===== src/rtl/iram_arbiter.sv =====
// Round-robin arbiter sharing the single-port 128x8 internal data RAM between the
// execute unit (port 0) and the stack/interrupt unit (port 1).
module iram_arbiter #(
  parameter int ADDR_W = 7,
  parameter int DATA_W = 8
) (
  input  logic              clk,
  input  logic              rst_n,
  input  logic              m0_req,
  input  logic              m0_we,
  input  logic              m0_lock,
  input  logic [ADDR_W-1:0] m0_addr,
  input  logic [DATA_W-1:0] m0_wdata,
  output logic              m0_gnt,
  output logic              m0_rvalid,
  output logic [DATA_W-1:0] m0_rdata,
  input  logic              m1_req,
  input  logic              m1_we,
  input  logic              m1_lock,
  input  logic [ADDR_W-1:0] m1_addr,
  input  logic [DATA_W-1:0] m1_wdata,
  output logic              m1_gnt,
  output logic              m1_rvalid,
  output logic [DATA_W-1:0] m1_rdata,
  output logic              ram_en,
  output logic              read_en,
  output logic              write_en,
  output logic [ADDR_W-1:0] ram_addr,
  output logic [DATA_W-1:0] ram_wdata,
  input  logic [DATA_W-1:0] ram_rdata
);

  logic              pref1_q, pref1_d;
  logic              locked_q, locked_d;
  logic              owner_q, owner_d;
  logic              ram_en_q, ram_en_d;
  logic              read_en_q, read_en_d;
  logic              write_en_q, write_en_d;
  logic              iss_port_q, iss_port_d;
  logic [ADDR_W-1:0] ram_addr_q, ram_addr_d;
  logic [DATA_W-1:0] ram_wdata_q, ram_wdata_d;
  logic              m0_rvalid_q, m0_rvalid_d;
  logic              m1_rvalid_q, m1_rvalid_d;
  logic [DATA_W-1:0] m0_rdata_q, m0_rdata_d;
  logic [DATA_W-1:0] m1_rdata_q, m1_rdata_d;

  // A held lock shuts out the other port even while the owner is idle.
  always_comb begin
    m0_gnt = 1'b0;
    m1_gnt = 1'b0;
    if (rst_n) begin
      if (locked_q) begin
        m0_gnt = !owner_q && m0_req;
        m1_gnt = owner_q && m1_req;
      end else if (m0_req && m1_req) begin
        m0_gnt = !pref1_q;
        m1_gnt = pref1_q;
      end else begin
        m0_gnt = m0_req;
        m1_gnt = m1_req;
      end
    end
  end

  always_comb begin
    pref1_d     = pref1_q;
    locked_d    = locked_q;
    owner_d     = owner_q;
    ram_en_d    = 1'b0;
    read_en_d   = 1'b0;
    write_en_d  = 1'b0;
    iss_port_d  = 1'b0;
    ram_addr_d  = '0;
    ram_wdata_d = '0;
    if (m0_gnt) begin
      pref1_d     = 1'b1;
      locked_d    = m0_lock;
      owner_d     = 1'b0;
      ram_en_d    = 1'b1;
      read_en_d   = !m0_we;
      write_en_d  = m0_we;
      ram_addr_d  = m0_addr;
      ram_wdata_d = m0_we ? m0_wdata : '0;
    end else if (m1_gnt) begin
      pref1_d     = 1'b0;
      locked_d    = m1_lock;
      owner_d     = 1'b1;
      ram_en_d    = 1'b1;
      read_en_d   = !m1_we;
      write_en_d  = m1_we;
      iss_port_d  = 1'b1;
      ram_addr_d  = m1_addr;
      ram_wdata_d = m1_we ? m1_wdata : '0;
    end
    // Read data is captured at the end of the issue cycle and then held per port.
    m0_rvalid_d = read_en_q && !iss_port_q;
    m1_rvalid_d = read_en_q && iss_port_q;
    m0_rdata_d  = m0_rvalid_d ? ram_rdata : m0_rdata_q;
    m1_rdata_d  = m1_rvalid_d ? ram_rdata : m1_rdata_q;
  end

  always_ff @(posedge clk) begin
    if (!rst_n) begin
      pref1_q     <= 1'b0;
      locked_q    <= 1'b0;
      owner_q     <= 1'b0;
      ram_en_q    <= 1'b0;
      read_en_q   <= 1'b0;
      write_en_q  <= 1'b0;
      iss_port_q  <= 1'b0;
      ram_addr_q  <= '0;
      ram_wdata_q <= '0;
      m0_rvalid_q <= 1'b0;
      m1_rvalid_q <= 1'b0;
      m0_rdata_q  <= '0;
      m1_rdata_q  <= '0;
    end else begin
      pref1_q     <= pref1_d;
      locked_q    <= locked_d;
      owner_q     <= owner_d;
      ram_en_q    <= ram_en_d;
      read_en_q   <= read_en_d;
      write_en_q  <= write_en_d;
      iss_port_q  <= iss_port_d;
      ram_addr_q  <= ram_addr_d;
      ram_wdata_q <= ram_wdata_d;
      m0_rvalid_q <= m0_rvalid_d;
      m1_rvalid_q <= m1_rvalid_d;
      m0_rdata_q  <= m0_rdata_d;
      m1_rdata_q  <= m1_rdata_d;
    end
  end

  assign ram_en    = ram_en_q;
  assign read_en   = read_en_q;
  assign write_en  = write_en_q;
  assign ram_addr  = ram_addr_q;
  assign ram_wdata = ram_wdata_q;
  assign m0_rvalid = m0_rvalid_q;
  assign m1_rvalid = m1_rvalid_q;
  assign m0_rdata  = m0_rdata_q;
  assign m1_rdata  = m1_rdata_q;

endmodule


===== config.mk =====
export PLATFORM = sky130hd
export DESIGN_NAME = iram_arbiter
export DESIGN_NICKNAME = d
export VERILOG_FILES = /design/src/rtl/iram_arbiter.sv
export SDC_FILE = /design/constraint.sdc
export NUM_CORES = 1
export LEC_CHECK = 0
export ABC_AREA = 1
export CAP_MARGIN = 0
export CORE_MARGIN = 2
export CORE_UTILIZATION = 45
export CTS_CLUSTER_SIZE = 24
export DETAILED_ROUTE_END_ITERATION = 6
export DONT_BUFFER_PORTS = 1
export GPL_TIMING_DRIVEN = 1
export HOLD_SLACK_MARGIN = 0.12
export PLACE_DENSITY = 0.72
export SLEW_MARGIN = 20
export SYNTH_ARGS = -nofsm -noshare
export SYNTH_HDL_FRONTEND = slang
export SYNTH_SLANG_ARGS = --single-unit

===== constraint.sdc =====
create_clock -name clk -period 1.1 [get_ports clk]
set_clock_uncertainty 0.05 [all_clocks]
set_input_delay 0.11 -clock clk [delete_from_list [all_inputs] [get_ports clk]]
set_output_delay 0.11 -clock clk [all_outputs]
set_load 0.01 [all_outputs]

==> metrics.md <==
| Metric | Value |
|---|---|
| Status | finished, violations left |
| Failing checks | hold timing, setup timing |
| Tot GR Track Use | 23.2% |
| Wire length on met2 | approximately 2.1 mm |
| CP Max Fanout | 8 |
| Max-slew violation count | 0 |
| Commonest non-fill, non-tap cell in the layout | nand2_1 |
| Initial antenna violation count | 0 |
| GP Congestion | around 0.75 |
| Pleak | 0.947 nW |
| Worst min path class | primary input to flip-flop |
| Nets | ~280 |
| Vias/cell | about 5 |
| Vias | 1381 |
| Maximum vdd drop | between 900 and 1000 uV |
| M1 WL | 1.54 mm |
| Register area share after synthesis | a little over half |
| Synth-to-layout area growth | 42.2% |
| Clk pin slew, worst setup/hold paths | 0.12 ns |
| Initial Util | approximately 48% |
| Core area | between 3000 and 4000 um2 |
| Clk_lat worst skew | 0.35 ns |
| H-tree depth reported by CTS | 2 |
| Max-cap viol count | 0 |
| Ratio of cells with drive above 1 in the final layout | between 20 and 25% |
| Iteration count of the initial detailed-routing pass | 4 |
| Max-slew headroom | between 70% and 80% |
| Multi-input gate area | 593 um2 |
| Largest net degree at the start of global routing | 23 |
| Synth Cell Area | 1470 um2 |
| Final Hold Fails | 19 |
| Synthesis-stage register bit count | 40 |
| CTS Sinks | 40 |
| Num CTS Buffers | 5 |
| First-pass GRT wire length | around 6 mm |
| CP startpoint kind | flip-flop |
| Worst Setup Slack, final | -0.224 ns |
| Netlist cell types | 22 |
| Setup-failing EPs final | 23 |
| Input/output buffers | 0 |
| DR top layer | met4 |
| Post-DP HPWL | ~2.4 mm |
| Worst hold margin | -0.179 ns |
| Die area | between 3000 and 4000 um2 |
| # rows | 20 |
| Post-route DRC | 0 |
| WP data arrival | 1.16 ns |
| YS warnings | 0 |
| Grt total ovfl | 0 |
| Met3 Routed Length | 368 um |
| Antenna Cells | 0 |
| Mapped Nets | 224 |
| Worst EP required | about 0.94 ns |
| Tightest Pin Transition | ~0.42 ns |
| I/O Pins | 84 |
| FILL cells | roughly 230 |
| Minimum clock period | approximately 1.3 ns |
| Number of DRC markers in iteration 0 | 41 |
| Most frequent cells in the layout | 44 x nand2_1, 36 x dlygate4sd3_1, 35 x dfxtp_1, 34 x nor2_1, 16 x o21ai_0 |
| Crit path capture type | output port |
| Final wirelength | 4.12 mm |
| Final Core Density | approximately 68% |
| RSZ-0062 raised after global routing | yes |
| Root Buffer | clkbuf_4 |
| Area taken by flip-flops and latches | about 800 um2 |
| Vias in the first global route | around 1300 |
| Chip height | roughly 60 um |
| Pre-CTS setup slack | -0.104 ns |
| Mean Syn Cell Area | just over 8 um2 |
| Wirelength per Cell | about 15 um |
| CTS tree | built |
| WS Path Type | flip-flop to output port |
| Worst-case clock buffer depth | 2 |
| Post-Syn Instances | approximately 180 |
| Die Span X | roughly 61 um |
| Period utilisation layout | 120% |
| Detail Route Antenna Nets | 0 |
| Fmax | about 760 MHz |
| PwrDens | about 1400 nW/um2 |
-- timing repair --
item                                    CTS  global route
gates resized for setup                   8            19
hold endpoints to repair                 38            26
buffers inserted                          5             1
pin swaps                                 6             7
gates cloned                              2             0
endpoints found under the setup margin   26            36
hold buffers                             35             1
-- flip-flops by register name (all words and copies together), names as in the netlist --
name / cells
m1_rvalid: 1
write_en: 1
read_en: 1
ram_en: 1
m0_rdata: 8
pref1_q: 1
ram_addr: 7
m1_rdata: 8
owner_q: 1
locked_q: 1
ram_wdata: 8
m0_rvalid: 1
iss_port_q: 1
-- power by group --
part,total (W),internal [W],switching [W]
Combinational,0.000421,0.000215,0.000206
Sequential,0.00164,0.00154,0.0000957
Clock,0.000953,0.000477,0.000477
Total,0.00301,0.00224,0.000779
-- cell type report --
cell class                      count  area share (%)
Clock buffer                        6            1.98
Multi-Input combinational cell    121            28.4
Timing Repair inverter              2           0.720
Inverter                           13            3.06
Timing Repair Buffer               48            22.7
Clock inverter                      2            1.68
Sequential cell                    40            38.8
Tap cell                           44            2.64
-- cell families (layout without fill, tap and decap cells) --
kind of cell | Yosys count | count (layout) | synth area share (%)
buf+inv | 17 | 71 | 6.40
simple gates | 101 | 101 | 31.3
compound gates | 20 | 20 | 7.68
flops | 40 | 40 | 54.6
-- routing by layer --
layer / vias up / global-route usage (%)
met4: 0 / 12.4
met5: - / 0
met2: 85 / 39.2
met1: 617 / 23.7
met3: 11 / 10.9
li1: 668 / -
-- path summary, 6_finish.rpt --
kind | startpoint | endpoint | slack, ns | depth (start not counted)
worst min-delay path | rst_n | pref1_q$_SDFFE_PN0P_ | -0.18 | 2
worst max-delay path | pref1_q$_SDFFE_PN0P_ | m1_gnt | -0.22 | 6
worst min register to register | owner_q$_SDFFE_PP0P_ | owner_q$_SDFFE_PP0P_ | 0.48 | 2
worst max register to register | pref1_q$_SDFFE_PN0P_ | ram_wdata[6]$_SDFF_PN0_ | -0.21 | 9
-- per-stage QoR --
stage | setup TNS, ns | cells | hold WS (ns) | instance area [um2] | total power (W)
finish | -4.00 | 276 | -0.179 | 2090 | 0.00301
global route | -5.18 | 276 | -0.193 | 2090 | 0.00315
CTS | -2.77 | 274 | -0.190 | 2020 | 0.00299
detailed placement | -1.36 | 224 | 0.168 | 1530 | 0.00190
global placement | 0 | 224 | 0.164 | 1530 | 0.00188
floorplan | 0 | 178 | 0.163 | 1470 | 0.00185
-- cell usage after synthesis --
cell | n | share of area [%]
o21ai_0 | 17 | 5.8
dfxtp_1 | 40 | 55
nor2_1 | 34 | 8.7
clkinv_1 | 1 | 0.26
nand2_4 | 1 | 0.77
nand3_2 | 2 | 1.4
nand2_2 | 1 | 0.43
inv_1 | 9 | 2.3
buf_6 | 1 | 0.77
o22ai_1 | 1 | 0.43
nor2_4 | 2 | 1.5
nand3_1 | 10 | 3.4
a21oi_1 | 1 | 0.34
clkbuf_2 | 1 | 0.34
nand2_1 | 48 | 12
nand4_1 | 1 | 0.43
nand3_4 | 2 | 2.4
clkbuf_1 | 1 | 0.26
a21oi_4 | 1 | 1.1
buf_12 | 1 | 1.4
inv_2 | 2 | 0.51
inv_6 | 1 | 0.60
-- worst max-delay path, stage by stage, from the launching register on --
cell     delay, ns
dfxtp_2       0.37
inv_2         0.05
nand2_2       0.06
nand2_2       0.05
nand2_2       0.09
nand2_4       0.09
inv_6         0.10
Power figures use the tool's default switching activity.
